<file path="src/rtl/rf_wb_queue.sv">
// Write-back queue for the 32x32 register file: merges results from two producers
// into an in-order FIFO and retires one register-file write per cycle.
module rf_wb_queue #(
    parameter int DEPTH = 4,
    parameter int AW    = 5,
    parameter int DW    = 32
) (
    input  logic                     clk,
    input  logic                     nrst,
    input  logic                     a_valid,
    output logic                     a_ready,
    input  logic [AW-1:0]            a_addr,
    input  logic [DW-1:0]            a_data,
    input  logic                     b_valid,
    output logic                     b_ready,
    input  logic [AW-1:0]            b_addr,
    input  logic [DW-1:0]            b_data,
    input  logic                     wr_stall,
    output logic                     wr_en,
    output logic [AW-1:0]            wr_addr,
    output logic [DW-1:0]            wr_data,
    output logic [31:0]              pend_mask,
    output logic [$clog2(DEPTH):0]   count,
    output logic                     full,
    output logic                     empty
);

    localparam int PW = $clog2(DEPTH);
    localparam int CW = PW + 1;

    logic [AW-1:0]    r_addr [DEPTH];
    logic [DW-1:0]    r_data [DEPTH];
    logic [DEPTH-1:0] r_vld;
    logic [PW-1:0]    r_rd_ptr;
    logic [PW-1:0]    r_wr_ptr;
    logic [CW-1:0]    r_count;
    logic             r_fav_b;

    logic [CW-1:0]    w_free;
    logic             w_a_ready;
    logic             w_b_ready;
    logic             w_a_hs;
    logic             w_b_hs;
    logic             w_push_a;
    logic             w_push_b;
    logic             w_fav_push;
    logic             w_pop;
    logic [CW-1:0]    w_n_push;
    logic [PW-1:0]    w_slot_fav;
    logic [PW-1:0]    w_slot_oth;
    logic [PW-1:0]    w_slot_a;
    logic [PW-1:0]    w_slot_b;
    logic [31:0]      w_pend;

    // Free space uses the registered count only; a same-cycle pop is not credited.
    always_comb begin
        w_free    = CW'(DEPTH) - r_count;
        w_a_ready = 1'b0;
        w_b_ready = 1'b0;
        if (nrst) begin
            if (w_free >= CW'(2)) begin
                w_a_ready = 1'b1;
                w_b_ready = 1'b1;
            end else if (w_free == CW'(1)) begin
                if (r_fav_b) begin
                    w_b_ready = 1'b1;
                    w_a_ready = !b_valid;
                end else begin
                    w_a_ready = 1'b1;
                    w_b_ready = !a_valid;
                end
            end
        end
    end

    assign w_a_hs     = a_valid & w_a_ready;
    assign w_b_hs     = b_valid & w_b_ready;
    assign w_push_a   = w_a_hs & (a_addr != '0);
    assign w_push_b   = w_b_hs & (b_addr != '0);
    assign w_fav_push = r_fav_b ? w_push_b : w_push_a;
    assign w_n_push   = CW'(w_push_a) + CW'(w_push_b);
    assign w_pop      = nrst & (r_count != '0) & !wr_stall;

    // Favoured entry takes the lower slot; the other lands after it when both push.
    assign w_slot_fav = r_wr_ptr;
    assign w_slot_oth = r_wr_ptr + PW'(w_fav_push);
    assign w_slot_a   = r_fav_b ? w_slot_oth : w_slot_fav;
    assign w_slot_b   = r_fav_b ? w_slot_fav : w_slot_oth;

    always_ff @(posedge clk) begin
        if (!nrst) begin
            r_rd_ptr <= '0;
            r_wr_ptr <= '0;
            r_count  <= '0;
            r_vld    <= '0;
            r_fav_b  <= 1'b0;
        end else begin
            if (w_pop) begin
                r_vld[r_rd_ptr] <= 1'b0;
                r_rd_ptr        <= r_rd_ptr + PW'(1);
            end
            if (w_push_a) r_vld[w_slot_a] <= 1'b1;
            if (w_push_b) r_vld[w_slot_b] <= 1'b1;
            r_wr_ptr <= r_wr_ptr + PW'(w_n_push);
            r_count  <= r_count + w_n_push - CW'(w_pop);
            if (r_fav_b ? w_b_hs : w_a_hs) r_fav_b <= !r_fav_b;
        end
    end

    always_ff @(posedge clk) begin
        if (w_push_a) begin
            r_addr[w_slot_a] <= a_addr;
            r_data[w_slot_a] <= a_data;
        end
        if (w_push_b) begin
            r_addr[w_slot_b] <= b_addr;
            r_data[w_slot_b] <= b_data;
        end
    end

    always_comb begin
        w_pend = '0;
        for (int i = 0; i < DEPTH; i++) begin
            if (r_vld[i]) w_pend[r_addr[i]] = 1'b1;
        end
    end

    assign a_ready   = w_a_ready;
    assign b_ready   = w_b_ready;
    assign wr_en     = w_pop;
    assign wr_addr   = w_pop ? r_addr[r_rd_ptr] : '0;
    assign wr_data   = w_pop ? r_data[r_rd_ptr] : '0;
    assign pend_mask = nrst ? (w_pend & ~32'h1) : '0;
    assign count     = r_count;
    assign full      = (r_count == CW'(DEPTH));
    assign empty     = (r_count == '0);

endmodule
</file>
<file path="config.mk">
export PLATFORM = sky130hd
export DESIGN_NAME = rf_wb_queue
export DESIGN_NICKNAME = d
export VERILOG_FILES = /design/src/rtl/rf_wb_queue.sv
export SDC_FILE = /design/constraint.sdc
export NUM_CORES = 1
export LEC_CHECK = 0
export CORE_UTILIZATION = 50
export CTS_CLUSTER_DIAMETER = 100
export DETAILED_ROUTE_END_ITERATION = 8
export DONT_BUFFER_PORTS = 1
export MAX_ROUTING_LAYER = met4
export PLACE_DENSITY = 0.63
export SLEW_MARGIN = 10
export SYNTH_ARGS = -nofsm -noshare
export SYNTH_HDL_FRONTEND = slang
export SYNTH_SLANG_ARGS = --single-unit
</file>
<file path="constraint.sdc">
create_clock -name clk -period 15.8 [get_ports clk]
set_input_delay 3.95 -clock clk [delete_from_list [all_inputs] [get_ports clk]]
set_output_delay 3.95 -clock clk [all_outputs]
set_load 0.05 [all_outputs]
</file>
Word-level counts from Yosys, hierarchy flattened
Memories as Yosys holds them, arrays and structs flattened. A register that Yosys moved wholly into a read port is not among the register bits.
Index checks and enable logic that the tools add are counted.
- output and inout bits: 77
- input bits: 79
- register bits after elaboration: 12
- RAM bits: 148
- word-level logic and storage cells: 105
- memories kept: 2
- eq/ne operators: 2
- $lt $le $gt $ge: 15
- bitwise gates (word level): 13
- add/subtract/negate cells: 7
- muxes and demuxes: 46
- reduce and logical (&&, ||, !) cells: 15
- memory list (name ; depth ; width ; read ports ; clocked after memory_dff ; wr ports ; line ; RTL):
    r_data ; 4 ; 32 ; 1 ; 1 ; 2 ; 32 ; logic [DW-1:0] r_data [DEPTH];
    r_addr ; 4 ; 5 ; 5 ; 1 ; 2 ; 31 ; logic [AW-1:0] r_addr [DEPTH];
- operators with widths (kind ; count):
    $mux 32 ; 6
    $or 32x32->32 ; 3
    $lt 5x6->1 const B ; 4
    $mux 1 ; 21
    $demux 1 s5 ; 4
    $ge 5x1->1 const B ; 4
    $mux 4 ; 5
    $mux 2 ; 6
    $reduce_bool 5->1 ; 2
    $lt 2x3->1 const B ; 3
    $or 4x4->4 ; 2
    $logic_and 1x1->1 ; 7
    $and 1x1->1 ; 6
    $demux 1 s2 ; 3
    $ge 2x1->1 const B ; 3
    $mux 5 ; 1
    $and 4x4->4 ; 1
    $logic_not 1->1 ; 4
    $not 4->4 ; 1
    $add 3x2->3 ; 1
    $eq 3x1->1 const B ; 1
    $eq 3x3->1 const B ; 1
    $ge 3x2->1 const B ; 1
    $logic_not 3->1 ; 1
    7 further kinds ; 7

Logic depth before layout (Yosys ltp)
- word-level depth: 19
- gate-level depth with buffers: 15

Least setup slack after synthesis
Ideal clock, no wire load.
- path type: input port to output port
- from: input nrst
- to: output wr_data[1]
- arrival: 5606 ps
- path slack: 6244 ps
- path buffers: 1
- stages on the path: 3
- cells stage by stage: nor3b_1 -> clkbuf_1 -> and2_1
- cells in the longest elaborated chain, start to end: 3
- RTL lines (element ; line ; RTL):
    start, declared ; 9 ; input logic nrst,
    $and 1x1->1 (2 in a row) ; 82 ; assign w_pop = nrst & (r_count != '0) & !wr_stall;
    named net wr_en ; 19 ; output logic wr_en,
    $mux 32 ; 132 ; assign wr_data = w_pop ? r_data[r_rd_ptr] : '0;
    end, declared ; 21 ; output logic [DW-1:0] wr_data,
The timed path passes the listed nets, and every way through them passes these cells.

Worst setup path after layout
- from: input nrst
- to: output a_ready
- cells in the longest elaborated chain, start to end: 1
- RTL lines (element ; line ; RTL):
    $mux 1 ; 60 ; if (nrst) begin
    end, declared ; 11 ; output logic a_ready,
Every way passes these cells.

==> summary.md <==
| Metric | Value |
|---|---|
| Initial antenna violation count | 0 |
| Initial Util | 51.63% |
| Worst slew margin | 26.37% |
| # setup viols final | 0 |
| CTS max path bufs | 2 |
| Top Ports | 156 |
| Violated checks | DRC |
| Peak Freq | 0.1081 GHz |
| Gr usage total | 25.88% |
| Period utilization | 58.58% |
| Setup crit end kind | primary output |
| Number of setup buffers added after CTS | 0 |
| Vias in the first global route | 6332 |
| CP endpoint | a_ready |
| CTS tree | yes |
| Flop2flop setup slack | 10.01 ns |
| Placer Congestion | 0.9031 |
| CP delay by family, top | compound AO/OA/AOI/OAI gates |
| Post-layout nets | 767 |
| DP Wirelength | 14900 um |
| Area growth syn-to-layout | 7.892% |
| Met1 Use GR | 30.12% |
| 1st-iter DRT viols | 464 |
| Die width | 138.9 um |
| R2R cell count | 13 |
| Synth warnings | 0 |
| Congestion Overflow GR | 0 |
| Vias per cell | 6.581 |
| CTS root buf | clkbuf_16 |
| Share of the synthesized area in the top cell type | 47.43% |
| Mapped Cells | 686 |
| RSZ-0062 raised after global routing | no |
| Final Critical Period | 9.255 ns |
| Total die area | 0.01929 mm^2 |
| Diodes inserted | 0 |
| Outcome | complete, but fails checks |
| Top cells by area, synth | edfxtp_1 (47%), mux2_2 (14%), mux4_2 (8.9%), o22ai_1 (4.1%), dfxtp_1 (3.0%) |
| DRC viols | 11 |
| Post-Syn Nets | 781 |
| First-pass GRT wire length | 36090 um |
| Layout cells sized above 1 | 32.99% |
| Clk_lat worst skew | 0.43 ns |
| Worst Setup SP | nrst |
| Wire per inst | 25.78 um |
| Multi-input logic area | 0.004412 mm^2 |
| Startpoint Class | input port |
| Reg area | 0.004727 mm^2 |
| Drt first pass iters | 9 |
| Met2 GRT Util | 41.87% |
| Die H | 138.9 um |
| # hold bufs at CTS | 0 |
| Largest net degree at the start of global routing | 46 |
| Busiest layer in global routing | met2 |
| Clock Skew | 0.01001 ns |
| RR Endpoint | r_addr[0][3] |
| Synth top cells by count | edfxtp_1 (148), mux2_2 (118), o22ai_1 (62) |
| Max Slew Vio Count | 0 |
| Maximum VDD drop | 0.00008340 V |
| TNS Setup | 0 ns |
| Hold Path Class | reg -> reg |
| Post-CTS Resized | 0 |
| Slowest cell delay on critical path | 0.99 ns |
| Max_cap viols | 0 |
| # fillers | 1468 |
| Top_reg_cell synth | edfxtp_1 |
| Levels on crit path | 2 |
| Htree depth | 4 |
| CP bufs+invs | 1 |
| Drt total wl | 23570 um |
| Core ar. | 0.01815 mm^2 |
| Via count | 6015 |
| Row count | 49 |
| Hold path start | r_vld[0] |
| PwrDens | 156.9 mW/mm^2 |
| Port Buffer Count | 0 |
| Syn_area_per_cell | 13.66 um^2 |
| Leakage | 3.226 nW |
| Clk pin slew, worst setup/hold paths | 0.06 ns |
| Most common cell in the netlist | edfxtp_1 |
| Met3 usage | 8.115% |
| Post-synth EDFFs | 148 |
| Antenna viol nets, final | 0 |
| Inserted Clock Buffers | 17 |
| Post-layout worst setup margin | 6.545 ns |
| Sequential element share of the synthesized area | 50.42% |
| Final Power | 1.586 mW |
| Crit-path slowest cell | a21oi_1 |
| Worst slew pin tran | 1.104 ns |
| CP Max Fanout | 29 |
| Worst Path Arrival | 5.30 ns |
| Final hold vios | 0 |
| Area leader, netlist | edfxtp_1 |
| CP cell instances | inv_1 -> a21oi_1 |
| CTS sink cnt | 162 |
| R2r startpoint | count[1] |
| Yosys cell types | 49 |
| WP data required | 11.85 ns |
| Fraction of registers with async set/reset | 0% |
| Pre-CTS setup slack | 6.560 ns |
| Worst setup path class | in -> out |
| #FFs+latches synth | 162 |
| Cell Area, Synth | 0.009370 mm^2 |
area by class of cell:
class / count / area share (%)
clock buffers: 17 / 4.208
clock inverters: 15 / 1.448
inverters: 12 / 0.4455
multi-input cells: 470 / 43.64
flip-flops and latches: 162 / 46.76
well taps: 229 / 2.834
repair buffers: 9 / 0.6683
worst min-delay path, delay by kind of cell, from the launching register on:
family / cells / cell delay (ns)
and+or+nand+nor: 1 / 0.08
AOI/OAI and AO/OA: 1 / 0.07
DFF: 1 / 0.36
kinds of logic (layout without fill, tap and decap cells):
family / after synthesis / in the layout / share of synthesized area (%)
compound gates: 92 / 92 / 6.449
xor+xnor: 7 / 7 / 0.6543
fa+ha+maj: 16 / 16 / 2.217
buf+inv: 54 / 53 / 2.737
flops: 162 / 162 / 50.42
mux: 189 / 189 / 27.51
other cells: 1 / 1 / 0.04002
simple gates: 165 / 165 / 9.975
registers in the layout (all words and copies together), names as in the netlist, named ones only:
register	count
r_vld	4
r_data	128
r_wr_ptr	2
count	3
r_addr	20
r_rd_ptr	2
r_fav_b	1
metrics by stage:
step                instances  cell area (um^2)  hold WS (ns)  utilization [%]
CTS                       914             10110        0.5590            55.71
finish                    914             10110        0.5706            55.71
global placement          882              9538        0.5235            52.56
global route              914             10110        0.5767            55.71
floorplan                 686              9370        0.4918                -
detailed placement        882              9538        0.5508            52.56
per-layer routing:
layer	vias up	wire length, um
li1	2661	-
met1	3017	9452
met2	280	11430
met3	57	2086
met4	0	592
met5	-	0
report_power, final:
part           internal, mW  switching (mW)  leakage [nW]
sequential            0.585          0.0645          1.47
clock                 0.221           0.181         0.272
combinational         0.207           0.328          1.49
cells in the final DEF (no fill, tap or decap), types with 2 or more instances in the layout:
cell type,n
a21boi_0,2
a21oi_1,5
a31oi_1,2
and2_1,40
and4_1,2
buf_4,9
clkbuf_16,17
clkinv_1,2
clkinv_4,2
clkinvlp_4,3
dfxtp_1,12
dfxtp_2,2
edfxtp_1,148
ha_1,15
inv_1,12
inv_6,4
inv_8,3
mux2_1,24
mux2_2,118
mux2_4,9
mux4_2,37
nand2_1,14
nand2_2,2
nand3_1,8
nand3b_1,20
nand4_1,2
nor2_1,48
nor2b_1,2
o21a_1,13
o21ai_0,2
o22ai_1,62
o31a_1,2
or2_2,2
or3_1,5
or3b_2,11
xnor2_1,4
xor2_1,3
how the worst min path moves through the flow:
stage | slack, ns | to | cells after the start
after floorplan | 0.49 | r_vld[0] | 2
after global placement | 0.52 | r_vld[1] | 2
after detailed placement | 0.55 | r_vld[0] | 2
after CTS | 0.56 | r_vld[0] | 2
after global routing | 0.58 | r_vld[1] | 2
final | 0.57 | r_vld[0] | 2
(Power assumes the default switching activity.)
==> variant (config.mk and constraints unchanged) <==
Register the output `count` once more, cleared by the reset; this adds one clock of latency there. The other outputs are not delayed to match. Comments in the files are not updated.
--- a/src/rtl/rf_wb_queue.sv
+++ b/src/rtl/rf_wb_queue.sv
@@ -131,7 +131,13 @@
     assign wr_addr   = w_pop ? r_addr[r_rd_ptr] : '0;
     assign wr_data   = w_pop ? r_data[r_rd_ptr] : '0;
     assign pend_mask = nrst ? (w_pend & ~32'h1) : '0;
-    assign count     = r_count;
+    always_ff @(posedge clk) begin
+        if (!nrst) begin
+            count <= '0;
+        end else begin
+            count <= r_count;
+        end
+    end
     assign full      = (r_count == CW'(DEPTH));
     assign empty     = (r_count == '0);
 
Function: changed (a bounded check fails within 4 cycles, from zero or initial values and one cycle with nrst low).
==> variant against the unedited design <==
Critical path depth unchanged; area after synthesis up 2.6%; maximum frequency fell by 0.98%; routed wire length increased by 4.9%; power increased by 1.2%; combinational power up 5.0%; sequential cell count grew 3; register-to-register slack improved by 350 ps; critical path type unchanged; worst setup slack worse by 92 ps; via count rose by 1.3%; cell area grew 1.7%; count of clock-buffer cells in the layout stayed put.
==> variant: results (changes against the unedited design) <==
fraction of area in multi-input gates=44.0% (was 43.6%); Placed Area=0.00971 mm^2 (was 0.00954 mm^2); slew margin rel.=27.9% (was 26.4%); fin cells=931 (was 914); skew final=8.02 ps (was 10.0 ps); met1 usage=31.2% (was 30.1%); GRT Total Usage=26.5% (was 25.9%); leak pwr=3.31 nW (was 3.23 nW); core box area=0.0188 mm^2 (was 0.0181 mm^2); Non-clock buffer share=0.657% (was 0.668%); WP data arrival=5400 ps (was 5300 ps); Clock buf/inv share=5.53% (was 5.66%); final core occ=54.8% (was 55.7%); postcts setup bufs=0 (unchanged); layout cells sized above 1=35.9% (was 33.0%); Place WS=6470 ps (was 6560 ps); worst hold path type=flop to flop (unchanged); FF+latch area=0.00479 mm^2 (was 0.00473 mm^2); initial DRC count=357 (was 464); DR WL/cell=26.5 um (was 25.8 um); Compound-Gate Fraction of Synth Area=6.20% (was 6.45%); Placer Congestion=0.869 (was 0.903); post-CTS sizing=0 (unchanged); maximum vdd ir drop=0.0735 mV (was 0.0834 mV); DR vias/cell=6.54 (was 6.58); Routed Antenna Nets=0 (unchanged); synthesized-area fraction occupied by adder cells=2.16% (was 2.22%); multi-input gate count=480 (was 470); Top FF cell, synth=edfxtp_1 (unchanged); syn nets=803 (was 781); Synth top cells by count=148 x edfxtp_1, 126 x mux2_2, 62 x o22ai_1, 55 x nor2_1, 40 x and2_1 (was 148 x edfxtp_1, 118 x mux2_2, 62 x o22ai_1, 48 x nor2_1, 40 x and2_1); EDFF count, synth=148 (unchanged); slowest cell on the critical path=a21oi_1 (unchanged); diode count=0 (unchanged); met3 global-route usage=6.90% (was 8.11%); Detail Placement HPWL=15900 um (was 14900 um); Rows=50 (was 49); Critical Path Max Stage Delay=1030 ps (was 990 ps); DRT Pass-1 Iters=4 (was 9); xor/xnor cell area share of the yosys netlist=0.716% (was 0.654%); status=finished clean (was complete, but fails checks); largest cells by area after synthesis=edfxtp_1 46%, mux2_2 15%, mux4_2 8.7% (was edfxtp_1 47%, mux2_2 14%, mux4_2 8.9%); post-synthesis cell type count=52 (was 49); first-pass GRT wire length=37500 um (was 36100 um); nets=780 (was 767); Max FO, Critical Path=32 (was 29); Fillers=1544 (was 1468); grt met2 use=45.3% (was 41.9%); vias in the first global route=6275 (was 6332); mux cell area share after synthesis=27.4% (was 27.5%); post-synthesis register bit count=165 (was 162); sequential-to-total area share from yosys stat=49.8% (was 50.4%); Non-clock inverters=12 (unchanged); synth warn=0 (unchanged); synthesized instance count=708 (was 686); Top reg by flops=r_data (unchanged); Switching Fraction=35.9% (was 36.1%); CP delay by family, top=compound AO/OA/AOI/OAI gates (unchanged); placed cells=900 (was 882); largest net degree at the start of global routing=46 (unchanged)
[variant: worst paths after layout]
kind,startpoint,endpoint,slack [ps],cells after the start
setup reg to reg,r_count[0]$_SDFF_PN0_,r_data[1][17]$_DFFE_PP_,10360,14
setup / recovery,nrst,a_ready,6450,2
hold / removal,r_count[2]$_SDFF_PN0_,count[2]$_SDFF_PN0_,510,2
hold reg to reg,r_count[2]$_SDFF_PN0_,count[2]$_SDFF_PN0_,510,2
[variant: power groups by stage]
stage | registers [mW] | clock network [mW] | logic [mW]
3_5_place_dp | 0.653 | 0 | 0.565
4_1_cts | 0.643 | 0.406 | 0.567
3_3_place_gp | 0.647 | 0 | 0.556
6_report | 0.642 | 0.400 | 0.562
2_1_floorplan | 0.627 | 0 | 0.464
5_1_grt | 0.652 | 0.424 | 0.601
[variant: metal layers]
layer | up-vias | share of wire, %
met5 | - | 0
met4 | 0 | 0.92
met3 | 21 | 7.4
met2 | 268 | 52
met1 | 3099 | 40
li1 | 2704 | -
